`config.mk`:
```
export PLATFORM = sky130hd
export DESIGN_NAME = imul53_arb
export DESIGN_NICKNAME = d
export VERILOG_FILES = /design/src/rtl/imul53_arb.sv
export SDC_FILE = /design/constraint.sdc
export NUM_CORES = 1
export LEC_CHECK = 0
export BUFFER_PORTS_ARGS = -buffer_cell sky130_fd_sc_hd__buf_4
export CAP_MARGIN = 20
export CORE_AREA = 2 2 266 268
export CTS_BUF_LIST = sky130_fd_sc_hd__clkbuf_16
export DETAILED_ROUTE_END_ITERATION = 8
export DIE_AREA = 0 0 268 270
export GPL_ROUTABILITY_DRIVEN = 0
export PLACE_DENSITY = 0.45
export SKIP_CTS_REPAIR_TIMING = 1
export SYNTH_ARGS = -nofsm -noshare
export SYNTH_HDL_FRONTEND = slang
export SYNTH_SLANG_ARGS = --single-unit
```
`constraint.sdc`:
```
create_clock -name i_clk -period 2.2 [get_ports i_clk]
set_input_delay 0.33 -clock i_clk [delete_from_list [all_inputs] [get_ports i_clk]]
set_output_delay 0.33 -clock i_clk [all_outputs]
set_load 0.1 [all_outputs]
```
`src/rtl/imul53_arb.sv`:
```
// imul53_arb: round-robin front end sharing one imul53 between two requesters.
// Define IMUL53_ARB_WDOG_EN to add a WAIT-state watchdog of WDOG_LIMIT cycles.
module imul53_arb #(
    parameter int WDOG_LIMIT = 63
) (
    input  logic         i_clk,
    input  logic         i_rst,
    input  logic         i_req0_valid,
    input  logic [52:0]  i_req0_a,
    input  logic [52:0]  i_req0_b,
    output logic         o_req0_ready,
    input  logic         i_req1_valid,
    input  logic [52:0]  i_req1_a,
    input  logic [52:0]  i_req1_b,
    output logic         o_req1_ready,
    output logic         o_resp0_valid,
    input  logic         i_resp0_ready,
    output logic [105:0] o_resp0_result,
    output logic [6:0]   o_resp0_shift,
    output logic         o_resp0_overflow,
    output logic         o_resp0_err,
    output logic         o_resp1_valid,
    input  logic         i_resp1_ready,
    output logic [105:0] o_resp1_result,
    output logic [6:0]   o_resp1_shift,
    output logic         o_resp1_overflow,
    output logic         o_resp1_err,
    output logic         o_mul_ena,
    output logic [52:0]  o_mul_a,
    output logic [52:0]  o_mul_b,
    input  logic         i_mul_rdy,
    input  logic [105:0] i_mul_result,
    input  logic [6:0]   i_mul_shift,
    input  logic         i_mul_overflow
);

    typedef enum logic [1:0] {
        IDLE,
        ISSUE,
        WAIT,
        RESP
    } state_t;

    if (WDOG_LIMIT < 1 || WDOG_LIMIT > 127) begin : g_bad_limit
        $error("WDOG_LIMIT must fit the 7-bit watchdog counter");
    end

    state_t         state_q, state_d;
    logic           owner_q, owner_d;
    logic           last_q, last_d;
    logic [52:0]    a_q, a_d;
    logic [52:0]    b_q, b_d;
    logic [105:0]   res_q, res_d;
    logic [6:0]     shift_q, shift_d;
    logic           ovf_q, ovf_d;
    logic           grant;
    logic           run;
    logic           in_resp;

`ifdef IMUL53_ARB_WDOG_EN
    localparam logic [6:0] WDOG_LAST = 7'(WDOG_LIMIT - 1);
    logic [6:0]     wdog_q, wdog_d;
    logic           err_q, err_d;
`endif

    always_comb begin
        state_d = state_q;
        owner_d = owner_q;
        last_d  = last_q;
        a_d     = a_q;
        b_d     = b_q;
        res_d   = res_q;
        shift_d = shift_q;
        ovf_d   = ovf_q;
`ifdef IMUL53_ARB_WDOG_EN
        wdog_d  = wdog_q;
        err_d   = err_q;
`endif
        // on a tie the requester that did not win last time goes first
        grant = (i_req0_valid & i_req1_valid) ? ~last_q : i_req1_valid;
        unique case (state_q)
            IDLE: begin
                if (i_req0_valid | i_req1_valid) begin
                    owner_d = grant;
                    last_d  = grant;
                    a_d     = grant ? i_req1_a : i_req0_a;
                    b_d     = grant ? i_req1_b : i_req0_b;
                    state_d = ISSUE;
                end
            end
            ISSUE: begin
                state_d = WAIT;
`ifdef IMUL53_ARB_WDOG_EN
                wdog_d  = '0;
`endif
            end
            WAIT: begin
                if (i_mul_rdy) begin
                    res_d   = i_mul_result;
                    shift_d = i_mul_shift;
                    ovf_d   = i_mul_overflow;
                    state_d = RESP;
`ifdef IMUL53_ARB_WDOG_EN
                    err_d   = 1'b0;
                end else if (wdog_q == WDOG_LAST) begin
                    res_d   = '0;
                    shift_d = '0;
                    ovf_d   = 1'b0;
                    err_d   = 1'b1;
                    state_d = RESP;
                end else begin
                    wdog_d  = wdog_q + 7'd1;
`endif
                end
            end
            RESP: begin
                if (owner_q ? i_resp1_ready : i_resp0_ready) begin
                    state_d = IDLE;
                end
            end
            default: state_d = IDLE;
        endcase
    end

    always_ff @(posedge i_clk) begin
        if (i_rst) begin
            state_q <= IDLE;
            owner_q <= 1'b0;
            last_q  <= 1'b1;
            a_q     <= '0;
            b_q     <= '0;
            res_q   <= '0;
            shift_q <= '0;
            ovf_q   <= 1'b0;
`ifdef IMUL53_ARB_WDOG_EN
            wdog_q  <= '0;
            err_q   <= 1'b0;
`endif
        end else begin
            state_q <= state_d;
            owner_q <= owner_d;
            last_q  <= last_d;
            a_q     <= a_d;
            b_q     <= b_d;
            res_q   <= res_d;
            shift_q <= shift_d;
            ovf_q   <= ovf_d;
`ifdef IMUL53_ARB_WDOG_EN
            wdog_q  <= wdog_d;
            err_q   <= err_d;
`endif
        end
    end

    // every output is forced low while reset is held
    assign run     = ~i_rst;
    assign in_resp = run & (state_q == RESP);

    assign o_req0_ready = run & (state_q == IDLE) & i_req0_valid & ~grant;
    assign o_req1_ready = run & (state_q == IDLE) & i_req1_valid & grant;

    assign o_mul_ena = run & (state_q == ISSUE);
    assign o_mul_a   = run ? a_q : '0;
    assign o_mul_b   = run ? b_q : '0;

    assign o_resp0_valid    = in_resp & ~owner_q;
    assign o_resp0_result   = o_resp0_valid ? res_q : '0;
    assign o_resp0_shift    = o_resp0_valid ? shift_q : '0;
    assign o_resp0_overflow = o_resp0_valid & ovf_q;

    assign o_resp1_valid    = in_resp & owner_q;
    assign o_resp1_result   = o_resp1_valid ? res_q : '0;
    assign o_resp1_shift    = o_resp1_valid ? shift_q : '0;
    assign o_resp1_overflow = o_resp1_valid & ovf_q;

`ifdef IMUL53_ARB_WDOG_EN
    assign o_resp0_err = o_resp0_valid & err_q;
    assign o_resp1_err = o_resp1_valid & err_q;
`else
    assign o_resp0_err = 1'b0;
    assign o_resp1_err = 1'b0;
`endif

endmodule

```
==> results of run 1 <==
[worst max-delay path, stage by stage (launching register included)]
cell and delay, ns:
dfxtp_4 0.37, ha_4 0.16, nor3b_4 0.24, buf_12 0.20, buf_6 0.20, and2_2 0.19, buf_8 0.20
[flip-flops by register name, summed over array words and instances (netlist names)]
| signal | cells |
|---|---|
| res_q | 106 |
| a_q | 53 |
| b_q | 53 |
| shift_q | 7 |
| state_q | 2 |
| last_q | 1 |
| ovf_q | 1 |
| owner_q | 1 |
[how the worst max path moves through the flow]
stage | end | cells past startpoint | from | slack (ns)
6_report | o_resp0_result[72] | 6 | state_q[0] | -0.26
4_1_cts | o_resp1_result[8] | 5 | state_q[0] | -0.64
2_1_floorplan | o_mul_b[24] | 3 | i_rst | -0.18
5_1_grt | o_resp0_result[72] | 6 | state_q[0] | -0.32
3_5_place_dp | o_resp1_result[8] | 5 | state_q[0] | -0.02
3_3_place_gp | o_resp1_result[8] | 5 | i_rst | 0.02
[power by group through the flow]
stage	Combinational (mW)	Sequential, mW	Clock, mW
2_1_floorplan	5.71	5.47	0
3_3_place_gp	7.62	5.70	0
3_5_place_dp	7.67	5.74	0
4_1_cts	7.68	5.66	4.33
5_1_grt	8.22	5.82	4.48
6_report	7.70	5.68	4.14
[layout make-up]
cell class,instances,area (um^2)
flip-flops and latches,224,4490
well taps,940,1180
repair buffers,743,8610
diodes,1,2.50
multi-input cells,1026,6510
fillers,7208,47900
clock inverters,23,130
inverters,3,11.3
clock buffers,27,676
[stage by stage]
| stage | worst slack, ns | cells | hold slack [ns] | area [um^2] | power [mW] |
|---|---|---|---|---|---|
| 2_1_floorplan | -0.176 | 1377 | 0.440 | 11300 | 11.2 |
| 3_3_place_gp | 0.0156 | 2908 | 0.451 | 17600 | 13.3 |
| 3_5_place_dp | -0.0203 | 2908 | 0.456 | 17600 | 13.4 |
| 4_1_cts | -0.644 | 2958 | -0.0288 | 18400 | 17.7 |
| 5_1_grt | -0.317 | 2986 | 0.00448 | 21600 | 18.5 |
| 6_report | -0.258 | 2987 | 0.0212 | 21600 | 17.5 |
[cell families (layout without fill, tap and decap cells)]
family	after synthesis	count (layout)	synth area share [%]
AO/OA/AOI/OAI	226	226	12.8
multiplexers	109	109	9.86
flip-flops	224	224	40.5
other	1	3	0.0339
AND/OR/NAND/NOR	683	684	31.1
buffers and inverters	128	796	5.16
adder cells (fa/ha/maj)	5	5	0.565
[routing by layer]
metal / global-route usage, % / vias up / part of all wire, %
met2: 23.1 / 505 / 52
met4: 2.63 / 0 / 2.6
li1: - / 5833 / -
met5: 0 / - / 0
met3: 3.16 / 67 / 7.7
met1: 13.6 / 5442 / 38
[cell usage after synthesis]
library cell / instances
nand2_1: 232
and2_1: 229
dfxtp_1: 224
a21oi_1: 115
mux2i_1: 109
nor2_1: 107
nor2b_1: 107
a211oi_1: 106
clkbuf_1: 74
buf_2: 20
buf_1: 16
buf_4: 12
ha_1: 5
inv_1: 3
nand2b_1: 3
and3b_1: 2
a21boi_2: 1
a222oi_1: 1
buf_6: 1
buf_8: 1
clkbuf_2: 1
conb_1: 1
nand3b_1: 1
nor3b_2: 1
nor4bb_1: 1
o21a_1: 1
o21ai_0: 1
o21bai_1: 1
==> results.cfg, run 1 <==
[drt]
vias = 11847
first_pass_iters = 6
wl_um = 51100
ant_nets = 0
drt_iter0_markers = 437
drc = 0
wl_per_cell_um = 17.1
vias_per_cell = 3.97

[cts]
clk-insertion-delay-late_ns = 0.55
clk_path_buf_depth = 3
numCtsBuffers = 27
cts_tree = built
clk_pin_slew_ns = 0.06
cts_max_level = 1
numClockSinks = 224
clock-root-buffer = clkbuf_16

[sta]
fin_worst_skew_ns = 0.00917
max_slew_margin_pct = 63.3
fin_tns_setup_ns = -36.61
setup_violations = 229
rsz0062_at_grt = yes
fin_crit_sh_pct = 112
period_minus_slack_ns = 2.46
worstMarginPinSlew_ns = 0.550
final.setup.worst_slack_ns = -0.258
fmax_ghz = 0.407
slew_viol_final = 0
hold_viol = 0

[place]
dp_hpwl_um = 37800
port_buffers = 671

[setup_path]
arrival_ns = 2.13
r2r-end = b_q[36]
rr_worst_depth = 6
crit_fanout = 14
criticalPathCategory = reg2out
reg2reg_slack_ns = 0.32
required_ns = 1.87
start_kind = flip-flop
r2r-start = state_q[0]
cp-end-kind = primary output

[grt]
grt_overflow = 0
antenna_found_initial = 1
grt_pass1_wl_um = 68600
grt_max_degree = 115
track_usage_pct = 12.3
grt_pass1_vias = 11282

[floorplan]
pin_count = 674
initial_utilization_pct = 15.9
die_width_um = 268
num_rows = 97
core_um2 = 69500
dieArea_um2 = 72400
die_y_um = 270

[worst_hold_path]
holdCritPathClass = in2reg
hold_path_end = res_q[73]
min_from = i_mul_result[73]
whs_path_depth = 3

[power_and_ir_drop]
p_sw_share_pct = 44.2
seq_power_share_pct = 32.4
p_int_mw = 9.79
power_frac_clock_pct = 23.7
pwr_density_cell_nw_per_um2 = 811
power.switching_mw = 7.74
leakagePower_nw = 9.06
combinationalPowerShare_pct = 43.9
ir_drop_mv = 0.446

[logic_synthesis]
synth-warning-count = 0
netlist_area_um2 = 11100
yosysUniqueCellTypes = 28
ys_seq_area_share_pct = 40.5
synth.area.top_cells = dfxtp_1, and2_1, mux2i_1
synth_top_area_share_pct = 40.5
synth.avg_cell_area_um2 = 8.04
syn_inst = 1376
synth_seq_cells = 224
yosysTopAreaCell = dfxtp_1

[outcome]
outcome = complete, but fails checks
violations = setup timing

[cells_and_area]
fin_nets = 2363
layout_common_cells = buf_4, nand2_1, dfxtp_1
fin_util_pct = 31.1
drive_gt1_share_pct = 48.0
syn2layout_area_growth_pct = 95.3
layout_commonest_cell = buf_4

[run]
maxCapViolCount = 0
Note: power is estimated with default switching activity, not from simulation.
==> run 2, diff against run 1 <==
- BUFFER_PORTS_ARGS: -buffer_cell sky130_fd_sc_hd__buf_4 -> -buffer_cell sky130_fd_sc_hd__buf_2
- CORE_AREA: 2 2 266 268 -> 2 2 263 265
- DIE_AREA: 0 0 268 270 -> 0 0 265 267
==> run 2 against run 1 <==
Against the previous run:
- the run ends with hold timing, setup timing left
- clock skew grew 0.018 ns
- hold slack got worse by 0.024 ns
- clock-buffer cell count increased by 2
- die area is 2.2% lower
- wire length grew 2.0%
- highest routed layer is now met5
- critical path type unchanged
- final cell count is 0.84% lower
- core utilization up 0.55 points
==> results.cfg, run 2 (synthesized netlist as in run 1, its figures left out) <==
[grt]
grt_pass1_wl_um = 70100
grt_overflow = 0
grt_pass1_vias = 11376
grt_max_degree = 99
track_usage_pct = 12.9
antenna_found_initial = 8

[place]
dp_hpwl_um = 38900
dpl-instance-area_um2 = 19400
port_buffers = 671
pre_cts_ws_ns = 0.0970
place_inst = 2860

[sta]
slew_viol_final = 0
fmax_ghz = 0.416
hold_viol = 2
whs_ns = -0.00278
final.setup.worst_slack_ns = -0.206
setup_violations = 230
fin_worst_skew_ns = 0.0275
fin_crit_sh_pct = 109
rsz0062_at_grt = yes
max_slew_margin_pct = 61.6
fin_tns_setup_ns = -34.65
period_minus_slack_ns = 2.41
worstMarginPinSlew_ns = 0.580

[cts]
numCtsBuffers = 28
clk_path_buf_depth = 3
clock-root-buffer = clkbuf_16
numClockSinks = 224
clk-insertion-delay-late_ns = 0.57
clk_pin_slew_ns = 0.06
cts_max_level = 1
cts_tree = built

[worst_hold_path]
holdCritPathClass = in2reg
whs_path_depth = 3
hold_path_end = res_q[36]
min_from = i_mul_result[36]

[drt]
vias_per_cell = 4.01
wl_per_cell_um = 17.6
first_pass_iters = 5
vias = 11870
wl_um = 52100
ant_nets = 0
drc = 0
drt_iter0_markers = 427

[outcome]
outcome = complete, but fails checks
violations = hold timing, setup timing

[floorplan]
die_width_um = 265
core_um2 = 68000
pin_count = 674
num_rows = 96
die_y_um = 267
initial_utilization_pct = 16.3
dieArea_um2 = 70800

[setup_path]
path_delay_family = buffers and inverters
crit_fanout = 19
cp_slowest_cell = dfxtp_4
arrival_ns = 2.08
cp-end-kind = primary output
start_kind = flip-flop
r2r-start = state_q[0]
cp_common_cell = buf_12
criticalPathCategory = reg2out
cpPeakStageDelay_ns = 0.37
crit_buf_inv = 3
r2r-end = b_q[20]
rr_worst_depth = 7
required_ns = 1.87
reg2reg_slack_ns = 0.42
crit_chain = ha_4 -> nor3b_4 -> buf_8 -> buf_12 -> and2_4 -> buf_12
cp_num_cells = 6

[cells_and_area]
top_register = res_q
final_area_um2 = 21500
layout_common_cells = buf_2, buf_12, nand2_1
syn2layout_area_growth_pct = 94.3
fin_util_pct = 31.6
fillers = 7048
largest_register_ffs = 106
layout_commonest_cell = buf_2
top_regs = res_q: 106 flops, a_q: 53 flops, b_q: 53 flops
area.sequential_um2 = 4490
fin_nets = 2395
stdcell_count = 2962
drive_gt1_share_pct = 49.1
multiInputGateArea_um2 = 6540

[run]
maxCapViolCount = 0

[power_and_ir_drop]
ir_drop_mv = 0.754
total_power_mw = 18.1
leakagePower_nw = 9.12
pwr_density_cell_nw_per_um2 = 843
run 2: cell types whose count changed in the layout (fill, tap and decap cells not counted), moves of 5 or more:
cell           delta
and2_1           -13
and2_4           +10
buf_12           +43
buf_2           +432
buf_4           -453
buf_8             -8
bufinv_16         +5
clkbuf_16         +7
dlygate4sd3_1    +17
inv_1             -5
run 2: worst min-delay path, cell delays in order:
cell	delay, ns
buf_2	0.09
nand2_1	0.04
a21oi_1	0.05
run 2: final cells by class:
class	instances	share of cell area, %
inverter	3	0.0524
timing repair buffer	775	38.9
tap	882	5.13
antenna	2	0.0233
multi-input combinational	1025	30.4
clock inverter	22	1.18
clock buffer	29	3.38
sequential	224	20.9
run 2: worst max path at each step:
| stage | endpoint | start |
|---|---|---|
| after floorplan | o_mul_b[24] | i_rst |
| after global placement | o_resp1_result[31] | state_q[0] |
| after detailed placement | o_resp1_result[32] | state_q[0] |
| after CTS | o_resp1_result[32] | state_q[0] |
| after global routing | o_resp0_result[13] | state_q[0] |
| final | o_resp0_result[50] | state_q[0] |
run 2: report_power, final:
part	total [mW]	internal [mW]	switching [mW]
Clock	4.94	3.07	1.87
Combinational	7.52	2.16	5.35
Sequential	5.68	5.07	0.608
Total	18.1	10.3	7.83
run 2: routing by layer:
layer	vias up	track usage [%]	wire [um]	share of wire, %
li1	5903	-	-	-
met1	5406	14.2	20400	39
met2	485	23.9	26800	51
met3	70	3.29	3560	6.8
met4	6	4.29	1390	2.7
met5	-	0	37	0.071
==> run 3, diff against run 2 <==
- ABC_AREA: not set -> 1
- CORE_AREA: 2 2 263 265 -> 2 2 261 263
- DIE_AREA: 0 0 265 267 -> 0 0 263 265
- PLACE_DENSITY: 0.45 -> 0.46
- SETUP_SLACK_MARGIN: not set -> 0.2
==> run 3 against run 2 <==
Against the previous run:
- the run ends with setup timing left
- power is 5.3% higher
- critical path type unchanged
- final cell count is 7.0% higher
- wire length is 5.1% higher
- clock power is 0.8% lower
- clock skew is 0.018 ns lower
- synthesized cell count is 16% higher
- critical path depth is 2 higher
- critical endpoint is now o_resp0_result[31]
==> results.cfg, run 3 <==
[outcome]
outcome = complete, but fails checks
violations = setup timing

[logic_synthesis]
synth_top_area_share_pct = 41.2
synth_top_family_by_area = simple AND/OR/NAND/NOR gates
netlist_area_um2 = 10900
yosysUniqueCellTypes = 23
async_reset_ff_share_pct = 0
synthFlopType = dfxtp_1
post_synth_mux_area_share_pct = 0
synthAdderAreaFrac_pct = 0.574
yosys-top-cells-count = nor2_1, inv_1, dfxtp_1, nand2_1, a21oi_1
synth.most_common_cell = nor2_1
synth_compound_area_share_pct = 18.5
synth_xor_area_share_pct = 0
synth_seq_cells = 224
synth_edf_count = 0
synth.avg_cell_area_um2 = 6.80
ys_seq_area_share_pct = 41.2
synth.area.top_cells = dfxtp_1, nor2_1, inv_1
syn_inst = 1602
synth-simple-area-share_pct = 26.1
yosysTopAreaCell = dfxtp_1
synth-warning-count = 0

[cells_and_area]
syn2layout_area_growth_pct = 112
largest_register_ffs = 106
layout_commonest_cell = buf_2
stdcell_count = 3169
fillers = 6784
fin_util_pct = 34.6
layout_common_cells = buf_2, buf_12, inv_1
final_area_um2 = 23100
multiInputGateArea_um2 = 6710
area.sequential_um2 = 4490
top_register = res_q
top_regs = res_q: 106 flops, a_q: 53 flops, b_q: 53 flops
fin_nets = 2609
drive_gt1_share_pct = 49.7

[sta]
fin_tns_setup_ns = -58.10
fin_crit_sh_pct = 114
final.setup.worst_slack_ns = -0.310
max_slew_margin_pct = 56.0
hold_viol = 0
slew_viol_final = 0
period_minus_slack_ns = 2.51
rsz0062_at_grt = yes
worstMarginPinSlew_ns = 0.661
setup_violations = 230
fin_worst_skew_ns = 0.00914
fmax_ghz = 0.398

[place]
place_inst = 3063
dp_hpwl_um = 42100
dpl-instance-area_um2 = 21300
port_buffers = 671

[power_and_ir_drop]
total_power_mw = 19.1
pwr_density_cell_nw_per_um2 = 825
leakagePower_nw = 9.15
ir_drop_mv = 0.647

[drt]
vias_per_cell = 4.01
wl_um = 54800
ant_nets = 0
vias = 12694
drc = 0
wl_per_cell_um = 17.3
drt_iter0_markers = 396
first_pass_iters = 5

[grt]
grt_pass1_vias = 12352
grt_pass1_wl_um = 77100
grt_overflow = 0
track_usage_pct = 14.4
antenna_found_initial = 8
grt_max_degree = 118

[cts]
numClockSinks = 224
clk_path_buf_depth = 3
cts_tree = built
clk-insertion-delay-late_ns = 0.57
clock-root-buffer = clkbuf_16
numCtsBuffers = 30
cts_max_level = 1
clk_pin_slew_ns = 0.06

[setup_path]
cp-end-kind = primary output
arrival_ns = 2.18
criticalPathCategory = reg2out
start_kind = flip-flop
required_ns = 1.87
crit_fanout = 9

[run]
maxCapViolCount = 0

[floorplan]
pin_count = 674
initial_utilization_pct = 16.3
die_width_um = 263
die_y_um = 265
dieArea_um2 = 69700
num_rows = 95
core_um2 = 66800

[worst_hold_path]
holdCritPathClass = in2reg
-- run 3: changes by cell type in the layout (fill, tap and decap cells not counted), sizes merged, moves of 106 or more --
cell	before	now
o21ai	1	117
inv	5	242
nor2b	107	0
mux2i	109	0
a211oi	106	0
nor2	107	343
and2	229	0
-- run 3: per-stage QoR --
step / hold slack, ns / worst slack [ns]
final: 0.00764 / -0.310
after global routing: 0.00114 / -0.424
after CTS: -0.0526 / -0.479
after detailed placement: 0.463 / 0.168
after global placement: 0.455 / 0.166
after floorplan: 0.442 / -0.546
-- run 3: area by class of cell --
class                   count  share of cell area (%)
diodes                      2                  0.0216
repair inverters            4                   0.195
inverters                 233                    4.04
flip-flops and latches    224                    19.4
clock inverters            24                   0.909
clock buffers              31                    3.35
repair buffers            753                    38.3
well taps                 873                    4.72
multi-input cells        1025                    29.0
-- run 3: routing by layer --
| layer | GRT usage (%) | vias up | part of all wire (%) |
|---|---|---|---|
| li1 | - | 6345 | - |
| met1 | 15.8 | 5756 | 38 |
| met2 | 26.4 | 511 | 51 |
| met3 | 4.27 | 74 | 8.0 |
| met4 | 4.40 | 8 | 3.0 |
| met5 | 0 | - | 0.084 |
-- run 3: cells by family after synthesis --
logic type / Yosys count
AND/OR/NAND/NOR: 678
AO/OA/AOI/OAI: 340
flip-flops: 224
adder cells (fa/ha/maj): 5
other: 1
buffers and inverters: 354
-- run 3: path summary, 6_finish.rpt --
check	startpoint	end	slack (ns)	depth (start not counted)
setup / recovery	state_q[1]	o_resp0_result[31]	-0.31	8
hold / removal	i_req0_a[8]	a_q[8]	0.008	3
setup reg to reg	state_q[0]	b_q[19]	0.32	7
hold reg to reg	last_q	last_q	0.48	2
-- run 3: critical path, cell delays in order (launching register included) --
cell	delay, ns
dfxtp_4	0.37
ha_4	0.15
inv_4	0.04
nor3_4	0.21
buf_12	0.20
clkinv_16	0.11
buf_16	0.18
nor2_4	0.13
buf_12	0.18
-- run 3: power by group --
part	total, mW	internal, mW	switching (mW)
Clock	4.90	2.99	1.92
Combinational	8.84	2.49	6.35
Sequential	5.35	5.09	0.264
Total	19.1	10.6	8.53
